$ cat src/rtl/mux_rr_arbiter_pkg.sv
// Shared helpers and default parameters for the round-robin mux arbiter.
package mux_arb_pkg;

  localparam int unsigned N_REQ_DEF  = 4;
  localparam int unsigned DATA_W_DEF = 8;

  // Index width, never below one bit so a two-requester build still has a select.
  function automatic int unsigned rr_idx_w(input int unsigned n);
    return (n <= 2) ? 1 : $clog2(n);
  endfunction

endpackage

$ cat src/rtl/mux_rr_arbiter_if.sv
// Requester and consumer handshake bundle for mux_rr_arbiter.
interface mux_rr_arbiter_if
  import mux_arb_pkg::*;
#(
  parameter int unsigned N_REQ  = N_REQ_DEF,
  parameter int unsigned DATA_W = DATA_W_DEF
);
  localparam int unsigned IdxW = rr_idx_w(N_REQ);

  logic [N_REQ-1:0]        req_valid;
  logic [N_REQ*DATA_W-1:0] req_data;
  logic [N_REQ-1:0]        req_ready;
  logic                    out_valid;
  logic [DATA_W-1:0]       out_data;
  logic                    out_ready;
  logic [IdxW-1:0]         out_grant;

  modport slave (
    input  req_valid, req_data, out_ready,
    output req_ready, out_valid, out_data, out_grant
  );

  modport master (
    output req_valid, req_data, out_ready,
    input  req_ready, out_valid, out_data, out_grant
  );
endinterface

$ cat src/rtl/mux_rr_arbiter_rr_pick.sv
// Combinational round-robin picker: first valid requester at or after rr_ptr, wrapping.
module rr_pick
  import mux_arb_pkg::*;
#(
  parameter int unsigned N_REQ = N_REQ_DEF,
  parameter int unsigned IDX_W = rr_idx_w(N_REQ)
) (
  input  logic [N_REQ-1:0] req_valid_i,
  input  logic [IDX_W-1:0] rr_ptr_i,
  output logic [IDX_W-1:0] winner_o,
  output logic             any_o
);

  logic             found;
  int unsigned      idx;
  logic [IDX_W-1:0] sel;

  always_comb begin
    winner_o = '0;
    found    = 1'b0;
    idx      = 0;
    sel      = '0;
    for (int unsigned k = 0; k < N_REQ; k++) begin
      idx = (32'(rr_ptr_i) + k) % N_REQ;
      sel = IDX_W'(idx);
      if (!found && req_valid_i[sel]) begin
        found    = 1'b1;
        winner_o = sel;
      end
    end
    any_o = |req_valid_i;
  end

endmodule

$ cat src/rtl/mux_rr_arbiter.sv
// Round-robin N-to-1 mux with one registered output slot.
// Optional MUX_RR_ARBITER_STALL_CNT_EN adds a saturating stall counter output.
module mux_rr_arbiter
  import mux_arb_pkg::*;
#(
  parameter int unsigned N_REQ  = N_REQ_DEF,
  parameter int unsigned DATA_W = DATA_W_DEF
) (
  input  logic               clk,
  input  logic               rst,
`ifdef MUX_RR_ARBITER_STALL_CNT_EN
  output logic [15:0]        stall_cnt_o,
`endif
  mux_rr_arbiter_if.slave    bus
);

  localparam int unsigned IdxW = rr_idx_w(N_REQ);

  logic              out_valid_q;
  logic [DATA_W-1:0] out_data_q;
  logic [IdxW-1:0]   out_grant_q;
  logic [IdxW-1:0]   rr_ptr_q, rr_ptr_d;
  logic [IdxW-1:0]   winner;
  logic              any;
  logic              free;
  logic              accept;

  rr_pick #(
    .N_REQ (N_REQ),
    .IDX_W (IdxW)
  ) u_rr_pick (
    .req_valid_i (bus.req_valid),
    .rr_ptr_i    (rr_ptr_q),
    .winner_o    (winner),
    .any_o       (any)
  );

  // Slot can refill in the same cycle it drains, giving one word per cycle.
  assign free   = !out_valid_q || bus.out_ready;
  assign accept = free && any && !rst;

  always_comb begin
    bus.req_ready = '0;
    if (accept) bus.req_ready[winner] = 1'b1;
    rr_ptr_d = (32'(winner) == N_REQ - 1) ? '0 : winner + 1'b1;
  end

  always_ff @(posedge clk or posedge rst) begin
    if (rst) begin
      out_valid_q <= 1'b0;
      out_data_q  <= '0;
      out_grant_q <= '0;
      rr_ptr_q    <= '0;
    end else if (accept) begin
      out_valid_q <= 1'b1;
      out_data_q  <= bus.req_data[32'(winner)*DATA_W +: DATA_W];
      out_grant_q <= winner;
      rr_ptr_q    <= rr_ptr_d;
    end else if (out_valid_q && bus.out_ready) begin
      out_valid_q <= 1'b0;
    end
  end

  assign bus.out_valid = out_valid_q;
  assign bus.out_data  = out_data_q;
  assign bus.out_grant = out_grant_q;

`ifdef MUX_RR_ARBITER_STALL_CNT_EN
  logic [15:0] stall_cnt_q;

  always_ff @(posedge clk or posedge rst) begin
    if (rst) begin
      stall_cnt_q <= '0;
    end else if (out_valid_q && !bus.out_ready && stall_cnt_q != 16'hFFFF) begin
      stall_cnt_q <= stall_cnt_q + 16'd1;
    end
  end

  assign stall_cnt_o = stall_cnt_q;
`endif

endmodule
$ cat src/flat_wrapper.sv
// flat-port wrapper written by rule: the top's interface ports become plain ports
module mux_rr_arbiter_flat import mux_arb_pkg::*;
#(
  parameter int unsigned N_REQ  = N_REQ_DEF,
  parameter int unsigned DATA_W = DATA_W_DEF
)
  (clk, rst, bus_req_valid, bus_req_data, bus_out_ready, bus_req_ready, bus_out_valid, bus_out_data, bus_out_grant);
  mux_rr_arbiter_if #(.N_REQ(N_REQ), .DATA_W(DATA_W)) bus_i ();
  input  logic clk;
  input  logic rst;
  input wire logic [$bits(bus_i.req_valid)-1:0] bus_req_valid;
  input wire logic [$bits(bus_i.req_data)-1:0] bus_req_data;
  input wire logic [$bits(bus_i.out_ready)-1:0] bus_out_ready;
  output wire logic [$bits(bus_i.req_ready)-1:0] bus_req_ready;
  output wire logic [$bits(bus_i.out_valid)-1:0] bus_out_valid;
  output wire logic [$bits(bus_i.out_data)-1:0] bus_out_data;
  output wire logic [$bits(bus_i.out_grant)-1:0] bus_out_grant;
  assign bus_i.req_valid = bus_req_valid;
  assign bus_i.req_data = bus_req_data;
  assign bus_i.out_ready = bus_out_ready;
  assign bus_req_ready = bus_i.req_ready;
  assign bus_out_valid = bus_i.out_valid;
  assign bus_out_data = bus_i.out_data;
  assign bus_out_grant = bus_i.out_grant;
  mux_rr_arbiter #(.N_REQ(N_REQ), .DATA_W(DATA_W)) u_core (.clk(clk), .rst(rst), .bus(bus_i));
endmodule
$ cat config.mk
export PLATFORM = sky130hd
export DESIGN_NAME = mux_rr_arbiter_flat
export DESIGN_NICKNAME = d
export VERILOG_FILES = /design/src/rtl/mux_rr_arbiter_pkg.sv /design/src/rtl/mux_rr_arbiter_if.sv /design/src/rtl/mux_rr_arbiter_rr_pick.sv /design/src/rtl/mux_rr_arbiter.sv /design/src/flat_wrapper.sv
export SDC_FILE = /design/constraint.sdc
export NUM_CORES = 1
export LEC_CHECK = 0
export ABC_AREA = 1
export CORE_ASPECT_RATIO = 2
export CORE_UTILIZATION = 40
export CTS_BUF_LIST = sky130_fd_sc_hd__clkbuf_8
export CTS_CLUSTER_DIAMETER = 40
export DETAILED_ROUTE_END_ITERATION = 6
export DONT_BUFFER_PORTS = 1
export PLACE_DENSITY = 0.51
export SETUP_SLACK_MARGIN = 0.2
export SLEW_MARGIN = 20
export SYNTH_ARGS = -nofsm -noshare
export SYNTH_HDL_FRONTEND = slang
export SYNTH_SLANG_ARGS = --single-unit
$ cat constraint.sdc
create_clock -name clk -period 4.85 [get_ports clk]
set_clock_uncertainty 0.2 [all_clocks]
set_input_delay 0.7275 -clock clk [delete_from_list [all_inputs] [get_ports clk]]
set_output_delay 0.7275 -clock clk [all_outputs]
set_load 0.02 [all_outputs]
Word-level counts from Yosys, hierarchy flattened:

Index checks and enable logic that the tools add are counted.
Widths: inputs -> output; s select.

* register bits after elaboration: 13
* latch bits: 0
* RAM bits: 0
* memory bits (read-only): 0
* bits of input ports: 39
* output and inout bits: 15
* logic and storage cells: 52
* memories: 0

* add/subtract/negate cells: 4
* multiply operators: 0
* div/mod/pow operators: 0
* $lt $le $gt $ge: 6
* equal/unequal tests: 1
* shift operators: 1
* multiplexer cells: 21
* bitwise gates (word level): 0
* reductions and logical operators: 15

Operators with widths (count)
* $shiftx 32x6->8: 1
* $lt 2x3->1 const B: 5
* $mux 1: 10
* $mux 2: 5
* $bmux 1 s2: 4
* $logic_and 1x1->1: 7
* $logic_not 1->1: 5
* $add 2x1->2 const B: 2
* $add 2x2->2 const B: 2
* $mux 4: 1
* $reduce_or 4->1: 1
* $demux 1 s2: 1
* $eq 2x2->1 const B: 1
* $ge 2x1->1 const B: 1
* $reduce_bool 2->1: 1
* $logic_or 1x1->1: 1

Logic depth before layout (Yosys ltp):

Gate-level depths: netlist of run 1.

* depth in word-level cells: 17
* depth in mapped cells: 16
* gate-level depth less buffers: 14

Hierarchy:

Synthesis of run 1 repeated with hierarchy kept, for this count alone.

* cells, all modules: 210
* area, all modules: 1257.5 µm²

Modules (own cells, without submodules)
* mux_rr_arbiter: times used 1, cells an instance 161, area an instance 1014.7 µm², sequential area each 325.3 µm²
* rr_pick: times used 1, cells an instance 49, area an instance 242.7 µm², sequential area each 0.0 µm²

Worst setup path after synthesis of run 1:

Ideal clock, no wire load.

* path kind: input port to output port
* from: input port rst
* to: output port bus_req_ready[1]
* arrival time: 2.124 ns
* required time: 3.923 ns
* slack: 1.799 ns
* cell stages on the path: 4
* path buffers: 1
* path through: inv_1 nand3_1 clkbuf_1 nor3_1

* word-level cells in the longest chain between the ends: 3

RTL lines
* start, declared: RTL line flat_wrapper.sv:10 `input logic rst;`
* $logic_not 1->1 (no line)
* $logic_and 1x1->1: RTL line mux_rr_arbiter.sv:40 `assign accept = free && any && !rst;`
* $mux 4: RTL line mux_rr_arbiter.sv:44 `if (accept) bus.req_ready[winner] = 1'b1;`
* end, declared: RTL line flat_wrapper.sv:14 `output wire logic [$bits(bus_i.req_ready)-1:0] bus_req_ready;`

No other way between the ends.

Final worst setup path of run 1:

* from: register u_core.rr_ptr_q[0]
* to: output port bus_req_ready[1]

* word-level cells in the longest chain between the ends: 17
* elaborated cells between the ends (all ways): 30
* classes of those cells: 3 x add/sub; 2 x order compare; 18 x mux; 7 x reduce/logical

RTL lines
* start, declared: RTL line mux_rr_arbiter.sv:22 `logic [IdxW-1:0] rr_ptr_q, rr_ptr_d;`
* start signal, assigned: RTL line mux_rr_arbiter.sv:58 `rr_ptr_q <= rr_ptr_d;`
* branches (longest 11 deep; another with $add 2x1->2)
* $mux 2 (*): RTL line mux_rr_arbiter_rr_pick.sv:26 `if (!found && req_valid_i[sel]) begin`
* $lt 2x3->1 (implied by the code) / $ge 2x1->1 (equally long branches): RTL line mux_rr_arbiter.sv:44
* $logic_and 1x1->1 (implied by the code): RTL line mux_rr_arbiter.sv:44
* $mux 1 (implied by the code): RTL line mux_rr_arbiter.sv:44
* $demux 1 s2 (*)
* $mux 4 (*): RTL line mux_rr_arbiter.sv:44

Every way passes the cells marked *. The select of a mux whose other input is x is not followed.

==> results.yml, run 1 <==
cells_and_area:
  multi_input_area_sq_um: 716
  fillerInstances: 333
  nets: 241
  seq_area_sq_um: 325
  diodes: 0
  drive_above_1_share_pct: 13.0
  synthToLayoutAreaGrowth_pct: 3.49
routing:
  wl_met1_microns: 1110
  wl_met2_microns: 1800
  wl_met3_microns: 245
  drt_iter0_markers: 21
  route.top_layer_used: "met4"
  avgViaCountPerCell: 5.26
  first_pass_iters: 4
  drt-total-wl_microns: 3200
  ant_nets: 0
  vias: 1209
  remaining_drc_errors: 0
  routedWlPerCell_microns: 13.9
placement:
  io_buffers: 0
  pre_cts_ws_ns: 1.55
  dp_hpwl_microns: 2730
  routabilityCongestion: 0.692
yosys:
  synth_seq_area_share_pct: 26.7
  synth-edff-count: 0
  synth_compound_area_share_pct: 3.19
  yosys.area_share.xor_xnor_pct: 0
  synth_top_family_by_area: "simple AND/OR/NAND/NOR gates"
  synth_area_per_cell_sq_um: 6.06
  synth_cells: 201
  yosys.area.top_type: "dfrtp_1"
  ys_warn_count: 0
  synth_area_sq_um: 1220
  ys_top_cells_by_area: "dfrtp_1, nand2_1, nand3_1"
  async_flop_share_pct: 100
  synthAdderAreaFrac_pct: 1.03
  synth_top_area_share_pct: 26.7
  syn-num-nets: 241
  ys.flop_type: "dfrtp_1"
  synthMuxAreaShare_pct: 0
  ys_seq_elements: 13
  ys_types: 22
  yosys.area_share.simple_pct: 54.6
timing:
  worst_pin_slew_ns: 0.640
  max_freq_ghz: 0.280
  slew_viol_final: 0
  slew_headroom_pct: 57.0
  setup_slack_ns: 1.28
  fin_crit_sh_pct: 73.6
  finalSetupViolCount: 0
  setup_tns_ns: 0
  hold_viol_final: 0
  fin_crit_ns: 3.57
  rsz0062_at_grt: "false"
grt:
  antenna_found_initial: 0
  grt_pass1_wl_microns: 5010
  grt_pass1_vias: 1182
  grt.total_usage_pct: 22.2
  grt_max_degree: 17
  overflow: 0
cts:
  h-tree-depth: 1
  clk_pin_slew_worst_paths_ns: 0.06
  postCtsHoldBufs: 0
  cts_made_buffers: 3
  clock-root-buffer: "clkbuf_8"
  cts_tree: "done"
  postCtsSetupBuffers: 0
  cts_resized: 0
  clkSinkCount: 13
  clk_latency_ns: 0.25
  clock_path_buffers: 2
worst_setup_path:
  cp_top_family: "simple AND/OR/NAND/NOR gates"
  arrival_ns: 2.64
  cp_slowest_cell: "dfrtp_1"
  path_buf_inv: 1
  end_kind: "output pin"
  max_stage_delay_ns: 0.62
  path_max_fanout: 12
  startpoint_type: "flip-flop"
  crit_type: "reg2out"
  required_ns: 3.92
  cp_cell_sequence: "inv_2 > nand2_1 > nand2_1 > nand2_1 > nand2_2 > o211ai_2 > nand2_2 > nor3_1"
  cpMostUsedCell: "nand2_1"
floorplan:
  initial_core_util_pct: 41.9
  core_area_sq_um: 2910
  die-height_microns: 80.0
  die_w_microns: 41.0
  die_area_sq_um: 3280
  ios: 54
  row_count: 28
flow_run:
  maxCapViolCount: 0
min_path:
  hold_class: "in2async"
pwr:
  power_density_nw_per_um2: 810
  ir_worst_vdd_v: 0.000296
  p_leak_nw: 0.746
run_status:
  status: "completed"
## cell type report
class / count / share of cell area, %
Clock buffer: 3 / 3.28
Tap cell: 30 / 2.98
Multi-Input combinational cell: 148 / 56.8
Clock inverter: 1 / 0.397
Inverter: 34 / 10.1
Sequential cell: 13 / 25.8
Timing Repair Buffer: 1 / 0.596
## metrics by stage
stage	utilization [%]	power [W]	hold slack, ns	instance area [sq um]	instances
3_5_place_dp	41.7	0.000927	0.425	1210	226
3_3_place_gp	41.7	0.000913	0.419	1210	226
6_report	43.3	0.00102	0.207	1260	230
5_1_grt	43.3	0.00113	0.253	1260	230
2_1_floorplan	-	0.000841	0.391	1220	201
4_1_cts	43.3	0.00103	0.233	1260	230
## cell families (layout without fill, tap and decap cells)
kind of cell / count (synthesis) / count (layout)
flip-flops: 13 / 13
AND/OR/NAND/NOR: 142 / 142
adder cells (fa/ha/maj): 1 / 1
buffers and inverters: 40 / 39
AO/OA/AOI/OAI: 5 / 5
## cell usage after synthesis, types with 2 or more instances
| cell type | count |
|---|---|
| inv_2 | 6 |
| o21ai_0 | 2 |
| buf_6 | 3 |
| nand3_1 | 43 |
| nand2_1 | 77 |
| dfrtp_1 | 13 |
| nand3_2 | 2 |
| nand4_1 | 2 |
| inv_1 | 28 |
| clkbuf_1 | 2 |
| nor2_1 | 6 |
| nand2_2 | 5 |
| nor2_4 | 3 |
## report_power, final
part | switching, W | internal, W | leakage [nW]
Combinational | 0.000463 | 0.000198 | 0.561
Sequential | 0.000102 | 0.000159 | 0.159
Clock | 0.0000417 | 0.0000568 | 0.0255
## cell usage in the layout, fill, tap and decap left out, drive strengths merged
cell / Yosys / final
nand2: 83 / 83
nand3: 46 / 46
inv: 34 / 34
dfrtp: 13 / 13
nor2: 10 / 10
clkbuf: 2 / 3
o21ai: 3 / 3
nand4: 2 / 2
o211ai: 1 / 1
nor3: 1 / 1
o21a: 1 / 1
ha: 1 / 1
clkinv: 0 / 1
buf: 4 / 1
## per-layer routing
layer	vias to the layer above	track usage, %
met5	-	0
met4	0	10.0
met3	5	4.74
met2	49	41.6
met1	532	19.5
li1	623	-
## state kept, by name, summed over array words and instances (netlist names)
| signal | count |
|---|---|
| u_core.bus.out_data | 8 |
| u_core.bus.out_grant | 2 |
| u_core.rr_ptr_q | 2 |
| u_core.bus.out_valid | 1 |
## worst paths after layout
kind / startpoint / end / slack [ns] / depth (start not counted)
setup / recovery: u_core.rr_ptr_q[0] / bus_req_ready[1] / 1.28 / 8
hold / removal: rst / u_core.bus.out_data[3] / 0.21 / 1
setup reg to reg: u_core.rr_ptr_q[0] / u_core.rr_ptr_q[1] / 2.28 / 11
hold reg to reg: u_core.bus.out_grant[1] / u_core.bus.out_grant[1] / 0.43 / 2
max in group asynchronous: rst / u_core.bus.out_data[7] / 3.88 / 1
min in group clk: u_core.bus.out_grant[1] / u_core.bus.out_grant[1] / 0.43 / 2
## worst register-to-register path, stage by stage, from the launching register on
cell and delay [ns]:
dfrtp_1 0.62, inv_2 0.22, nand2_1 0.10, nand2_1 0.11, nand2_1 0.12, nand2_2 0.10, o21ai_2 0.19, nand3_4 0.14
nand2_2 0.23, ha_1 0.28, nand2_1 0.07, o21ai_0 0.07
Power figures use the tool's default switching activity.
==> run 2, diff against run 1 <==
- PLACE_DENSITY: 0.51 -> 0.53
- clock period: 4.85 -> 3.2 ns (I/O delays scaled with it)
==> run 2 against run 1 <==
Against the previous run:
- total power rose by 65%
- design area grew 7.8%
- sequential share of layout area down 1.9 points
- hold slack barely moved
- critical path depth is 5 higher
- global-route usage down 0.26 points
- sequential power grew 45%
- die area unchanged
- via count is 4.8% higher
- combinational power increased by 75%
- register-to-register slack worse by 1.3 ns
- critical endpoint is now bus_req_ready[3]
- largest cell class unchanged
- highest routed layer unchanged
==> results.yml, run 2 (synthesis results as in run 1) <==
pwr:
  clkPwrFrac_pct: 8.6
  ir_worst_vdd_v: 0.000565
  pwr-share-seq_pct: 22.3
  power_density_nw_per_um2: 1240
  power.internal_w: 0.000735
  combPwrFrac_pct: 69.0
  p_sw_w: 0.000950
  p_leak_nw: 0.806
  p_sw_share_pct: 56.4
  fin_total_pwr_w: 0.00168
cts:
  clkSinkCount: 13
  h-tree-depth: 1
  clk_pin_slew_worst_paths_ns: 0.06
  cts_made_buffers: 3
  clock_path_buffers: 2
  clock-root-buffer: "clkbuf_8"
  cts_tree: "done"
  clk_latency_ns: 0.24
timing:
  worst_pin_slew_ns: 0.291
  slew_viol_final: 0
  finalSetupViolCount: 0
  rsz0062_at_grt: "true"
  slew_headroom_pct: 80.6
  fin_crit_sh_pct: 87.9
  fin_crit_ns: 2.81
  max_freq_ghz: 0.356
  setup_tns_ns: 0
  hold_viol_final: 0
  finalHoldWorstSlack_ns: 0.206
floorplan:
  die_w_microns: 41.0
  core_area_sq_um: 2910
  die-height_microns: 80.0
  die_area_sq_um: 3280
  initial_core_util_pct: 41.9
  row_count: 28
  ios: 54
worst_setup_path:
  cpMostUsedCell: "nand2_1"
  cp_top_family: "simple AND/OR/NAND/NOR gates"
  end_kind: "output pin"
  crit_type: "reg2out"
  required_ns: 2.52
  cp_slowest_cell: "dfrtp_1"
  cp_cell_sequence: "buf_4 > nand2_1 > nand2_1 > nand2_1 > nand2_2 > nor2_4 > nand2_4 > nor2_2 > nor2_4 > inv_2 > ha_1 > inv_1 > nor2_2"
  arrival_ns: 2.13
  startpoint_type: "flip-flop"
  path_buf_inv: 3
  max_stage_delay_ns: 0.40
  path_max_fanout: 11
grt:
  grt.total_usage_pct: 21.9
  grt_pass1_vias: 1180
  grt_pass1_wl_microns: 5080
  antenna_found_initial: 0
  grt_max_degree: 14
  overflow: 0
cells_and_area:
  diodes: 0
  drive_above_1_share_pct: 17.9
  mostFrequentLayoutCell: "nand2_1"
  synthToLayoutAreaGrowth_pct: 11.6
  nets: 253
  layout_common_cells: "nand2_1, nand3_1, inv_1, dfrtp_1, buf_4"
  largest_reg_flops: 8
routing:
  drt-total-wl_microns: 3140
  drt_iter0_markers: 28
  ant_nets: 0
  routedWlPerCell_microns: 13.0
  vias: 1267
  remaining_drc_errors: 0
  avgViaCountPerCell: 5.24
  first_pass_iters: 6
min_path:
  hold_class: "in2reg"
placement:
  io_buffers: 0
  dp_hpwl_microns: 2620
  routabilityCongestion: 0.778
flow_run:
  maxCapViolCount: 0
run_status:
  status: "completed"
==> run 2: changes by cell type in the layout (fill, tap and decap cells not counted), sizes merged <==
cell / previous run / this run
buf: 1 / 12
clkinv: 1 / 0
dlygate4sd3: 0 / 1
inv: 34 / 35
==> run 2: metrics by stage <==
step | util [%] | setup slack [ns] | cell area, sq um | instances
after global placement | 43.5 | 0.620 | 1270 | 233
after global routing | 46.7 | 0.202 | 1360 | 242
after detailed placement | 43.5 | 0.582 | 1270 | 233
after floorplan | - | 0.644 | 1220 | 201
final | 46.7 | 0.388 | 1360 | 242
after CTS | 45.4 | 0.309 | 1320 | 238
==> run 2: cell type report <==
| type | count | area [sq um] |
|---|---|---|
| clock buffer | 3 | 41.3 |
| clock inverter | 1 | 3.75 |
| fill | 336 | 1550 |
| inverter | 34 | 130 |
| multi-input combinational | 148 | 721 |
| sequential | 13 | 325 |
| tap | 30 | 37.5 |
| timing repair buffer | 13 | 100 |
==> run 2: path summary, 6_finish.rpt <==
path	startpoint	end	slack, ns	cells past startpoint
hold / removal	bus_req_data[4]	u_core.bus.out_data[4]	0.21	2
setup / recovery	u_core.rr_ptr_q[0]	bus_req_ready[3]	0.39	13
min in group asynchronous	rst	u_core.bus.out_grant[1]	0.50	3
setup reg to reg	u_core.rr_ptr_q[0]	u_core.rr_ptr_q[1]	0.96	13
max in group asynchronous	rst	u_core.bus.out_data[1]	2.13	3
hold reg to reg	u_core.bus.out_grant[1]	u_core.bus.out_grant[1]	0.43	2
==> run 2: timing repair <==
item,4_1_cts,5_1_grt
setup endpoints to repair,0,4
buffers inserted,0,4
hold buffers,1,0
hold endpoints to repair,13,0
resized for setup,0,3
==> run 2: metal layers <==
metal | vias up | GRT usage [%] | wire length [microns]
li1 | 649 | - | -
met1 | 569 | 22.6 | 1130
met5 | - | 0 | 0
met4 | 0 | 7.00 | 14
met2 | 47 | 40.5 | 1830
met3 | 2 | 3.06 | 160
==> run 2: power by group through the flow <==
| stage | Sequential (W) | Combinational, W | Clock, W |
|---|---|---|---|
| CTS | 0.000374 | 0.00112 | 0.000152 |
| global placement | 0.000374 | 0.00109 | 0 |
| global route | 0.000387 | 0.00133 | 0.000158 |
| finish | 0.000376 | 0.00116 | 0.000145 |
| floorplan | 0.000361 | 0.000914 | 0 |
| detailed placement | 0.000375 | 0.00112 | 0 |
==> run 3, diff against run 2 <==
- CORE_ASPECT_RATIO: 2 -> 1.75
- SYNTH_HIERARCHICAL: default -> 1
==> run 3 against run 2 <==
Against the previous run:
- combinational power up 8%
- first-iteration DRC count up 7.1%
- clock power about the same
- sequential cell count unchanged
- count of clock-buffer cells in the layout unchanged
- register-to-register slack about the same
- sequential share of layout area down 0.058 points
- sequential power up 6.6%
- die area up 3.0%
- critical path type unchanged
==> results.yml, run 3 <==
cells_and_area:
  synthToLayoutAreaGrowth_pct: 9.15
  layout_common_cells: "nand2_1, inv_1, nand3_1, nand2_2, dfrtp_1"
  nets: 259
  largest_reg_flops: 8
  fillerInstances: 316
  drive_above_1_share_pct: 19.1
  mostFrequentLayoutCell: "nand2_1"
  diodes: 0
timing:
  slew_headroom_pct: 77.9
  finalSetupViolCount: 0
  max_freq_ghz: 0.354
  rsz0062_at_grt: "false"
  fin_crit_ns: 2.82
  worst_pin_slew_ns: 0.330
  fin_crit_sh_pct: 88.2
  slew_viol_final: 0
  hold_viol_final: 0
  finalHoldWorstSlack_ns: 0.216
  setup_tns_ns: 0
floorplan:
  core_area_sq_um: 2960
  row_count: 26
  ios: 54
  initial_core_util_pct: 42.5
  die-height_microns: 76.2
  die_w_microns: 44.4
  die_area_sq_um: 3380
yosys:
  synth_seq_area_share_pct: 25.9
  ys_top_cells_by_area: "nand2_1, dfrtp_1, inv_1"
  synth_most_common_cell: "nand2_1"
  synth-edff-count: 0
  synth_area_sq_um: 1260
  synth_common_cells: "nand2_1, inv_1, nand3_1"
  ys_types: 22
  ys_warn_count: 6
  yosys.area.top_type: "nand2_1"
  ys_seq_elements: 13
  synth_cells: 210
  async_flop_share_pct: 100
  synth_area_per_cell_sq_um: 5.99
  syn-num-nets: 253
  synth_top_area_share_pct: 26.9
  ys.flop_type: "dfrtp_1"
routing:
  drt-total-wl_microns: 2840
  ant_nets: 0
  vias: 1176
  avgViaCountPerCell: 4.58
  remaining_drc_errors: 0
  first_pass_iters: 4
  routedWlPerCell_microns: 11.1
  drt_iter0_markers: 30
cts:
  clock-root-buffer: "clkbuf_8"
  clk_pin_slew_worst_paths_ns: 0.05
  clkSinkCount: 13
  clk_latency_ns: 0.24
  clock_path_buffers: 2
  h-tree-depth: 1
  cts_made_buffers: 3
  cts_tree: "done"
grt:
  grt.total_usage_pct: 19.1
  overflow: 0
  antenna_found_initial: 0
  grt_max_degree: 20
  grt_pass1_vias: 1161
  grt_pass1_wl_microns: 5020
worst_setup_path:
  end_kind: "output pin"
  crit_type: "reg2out"
  arrival_ns: 2.14
  path_max_fanout: 10
  required_ns: 2.52
  startpoint_type: "flip-flop"
pwr:
  ir_worst_vdd_v: 0.000741
  p_leak_nw: 0.855
  fin_total_pwr_w: 0.00180
  power_density_nw_per_um2: 1310
flow_run:
  maxCapViolCount: 0
run_status:
  status: "completed"
placement:
  dp_hpwl_microns: 2210
  io_buffers: 0
  routabilityCongestion: 0.897
min_path:
  hold_class: "in2reg"
==> run 3: changes by cell type after synthesis, sizes merged <==
cell    before  now
nor3         1    0
or4          0    1
nand3       46   22
nor2        10    9
buf          4    6
clkinv       0    1
clkbuf       2    0
nand3b       0    1
inv         34   44
o21a         1    0
ha           1    4
o211ai       1    0
nand2       83  106
nand4        2    0
==> run 3: worst max-delay path: stages (launching register included) <==
cell,delay [ns]
dfrtp_2,0.49
inv_6,0.11
nand2_1,0.05
nand2_1,0.09
nand2_1,0.06
nand2_1,0.06
nand2_1,0.05
inv_1,0.09
nand3_1,0.11
nand3_2,0.18
buf_4,0.17
ha_1,0.15
inv_1,0.06
nor2_2,0.23
==> run 3: final timing paths <==
path                                     from                      to  slack, ns  depth (start not counted)
setup / recovery           u_core/rr_ptr_q[0]        bus_req_ready[3]       0.38                         13
hold / removal                  bus_out_ready    u_core/bus.out_valid       0.22                          3
setup reg to reg           u_core/rr_ptr_q[0]  u_core/bus.out_data[5]       0.97                         15
hold reg to reg            u_core/rr_ptr_q[1]      u_core/rr_ptr_q[1]       0.38                          2
max in group asynchronous                 rst      u_core/rr_ptr_q[1]       2.08                          2
min in group asynchronous                 rst  u_core/bus.out_data[6]       0.46                          2
==> run 3: area by class of cell <==
cell class / instances / area, sq um / area share (%)
sequential: 13 / 328 / 23.9
clock inverter: 1 / 3.75 / 0.273
multi-input combinational: 146 / 709 / 51.7
timing repair buffer: 7 / 55.1 / 4.01
inverter: 45 / 183 / 13.3
tap: 42 / 52.6 / 3.83
clock buffer: 3 / 41.3 / 3.01
==> run 3: routing by layer <==
metal / track usage [%] / wire length, microns / vias to the layer above
met5: 0 / 0 / -
met4: 8.18 / 56 / 0
met3: 1.18 / 100 / 5
met2: 32.6 / 1510 / 36
met1: 23.7 / 1180 / 514
li1: - / - / 621
==> run 3: power by group <==
part / total [W] / internal (W) / switching [W]
clock: 0.000144 / 0.0000848 / 0.0000596
sequential: 0.000401 / 0.000244 / 0.000156
combinational: 0.00125 / 0.000457 / 0.000797
total: 0.00180 / 0.000786 / 0.00101
==> run 3: cells by family (layout without fill, tap and decap cells) <==
family,after synthesis,count (layout),synth area share [%]
AOI/OAI and AO/OA,3,3,1.19
adders and majority gates,4,4,3.98
buffers and inverters,51,56,19.1
DFF,13,13,25.9
and+or+nand+nor,139,139,49.9
==> run 3: timing repair <==
item	CTS	global route
endpoints found under the hold margin	13	0
pin swaps	0	0
resized for setup	3	5
setup buffers	2	0
endpoints found under the setup margin	4	4
hold buffers	1	0
==> run 3: through the flow <==
stage / utilization (%) / std cells / worst slack, ns / area (sq um)
6_report: 46.4 / 257 / 0.376 / 1370
3_5_place_dp: 43.2 / 250 / 0.347 / 1280
4_1_cts: 45.8 / 257 / 0.223 / 1360
2_1_floorplan: - / 210 / 0.622 / 1260
3_3_place_gp: 43.2 / 250 / 0.371 / 1280
5_1_grt: 46.4 / 257 / 0.164 / 1370
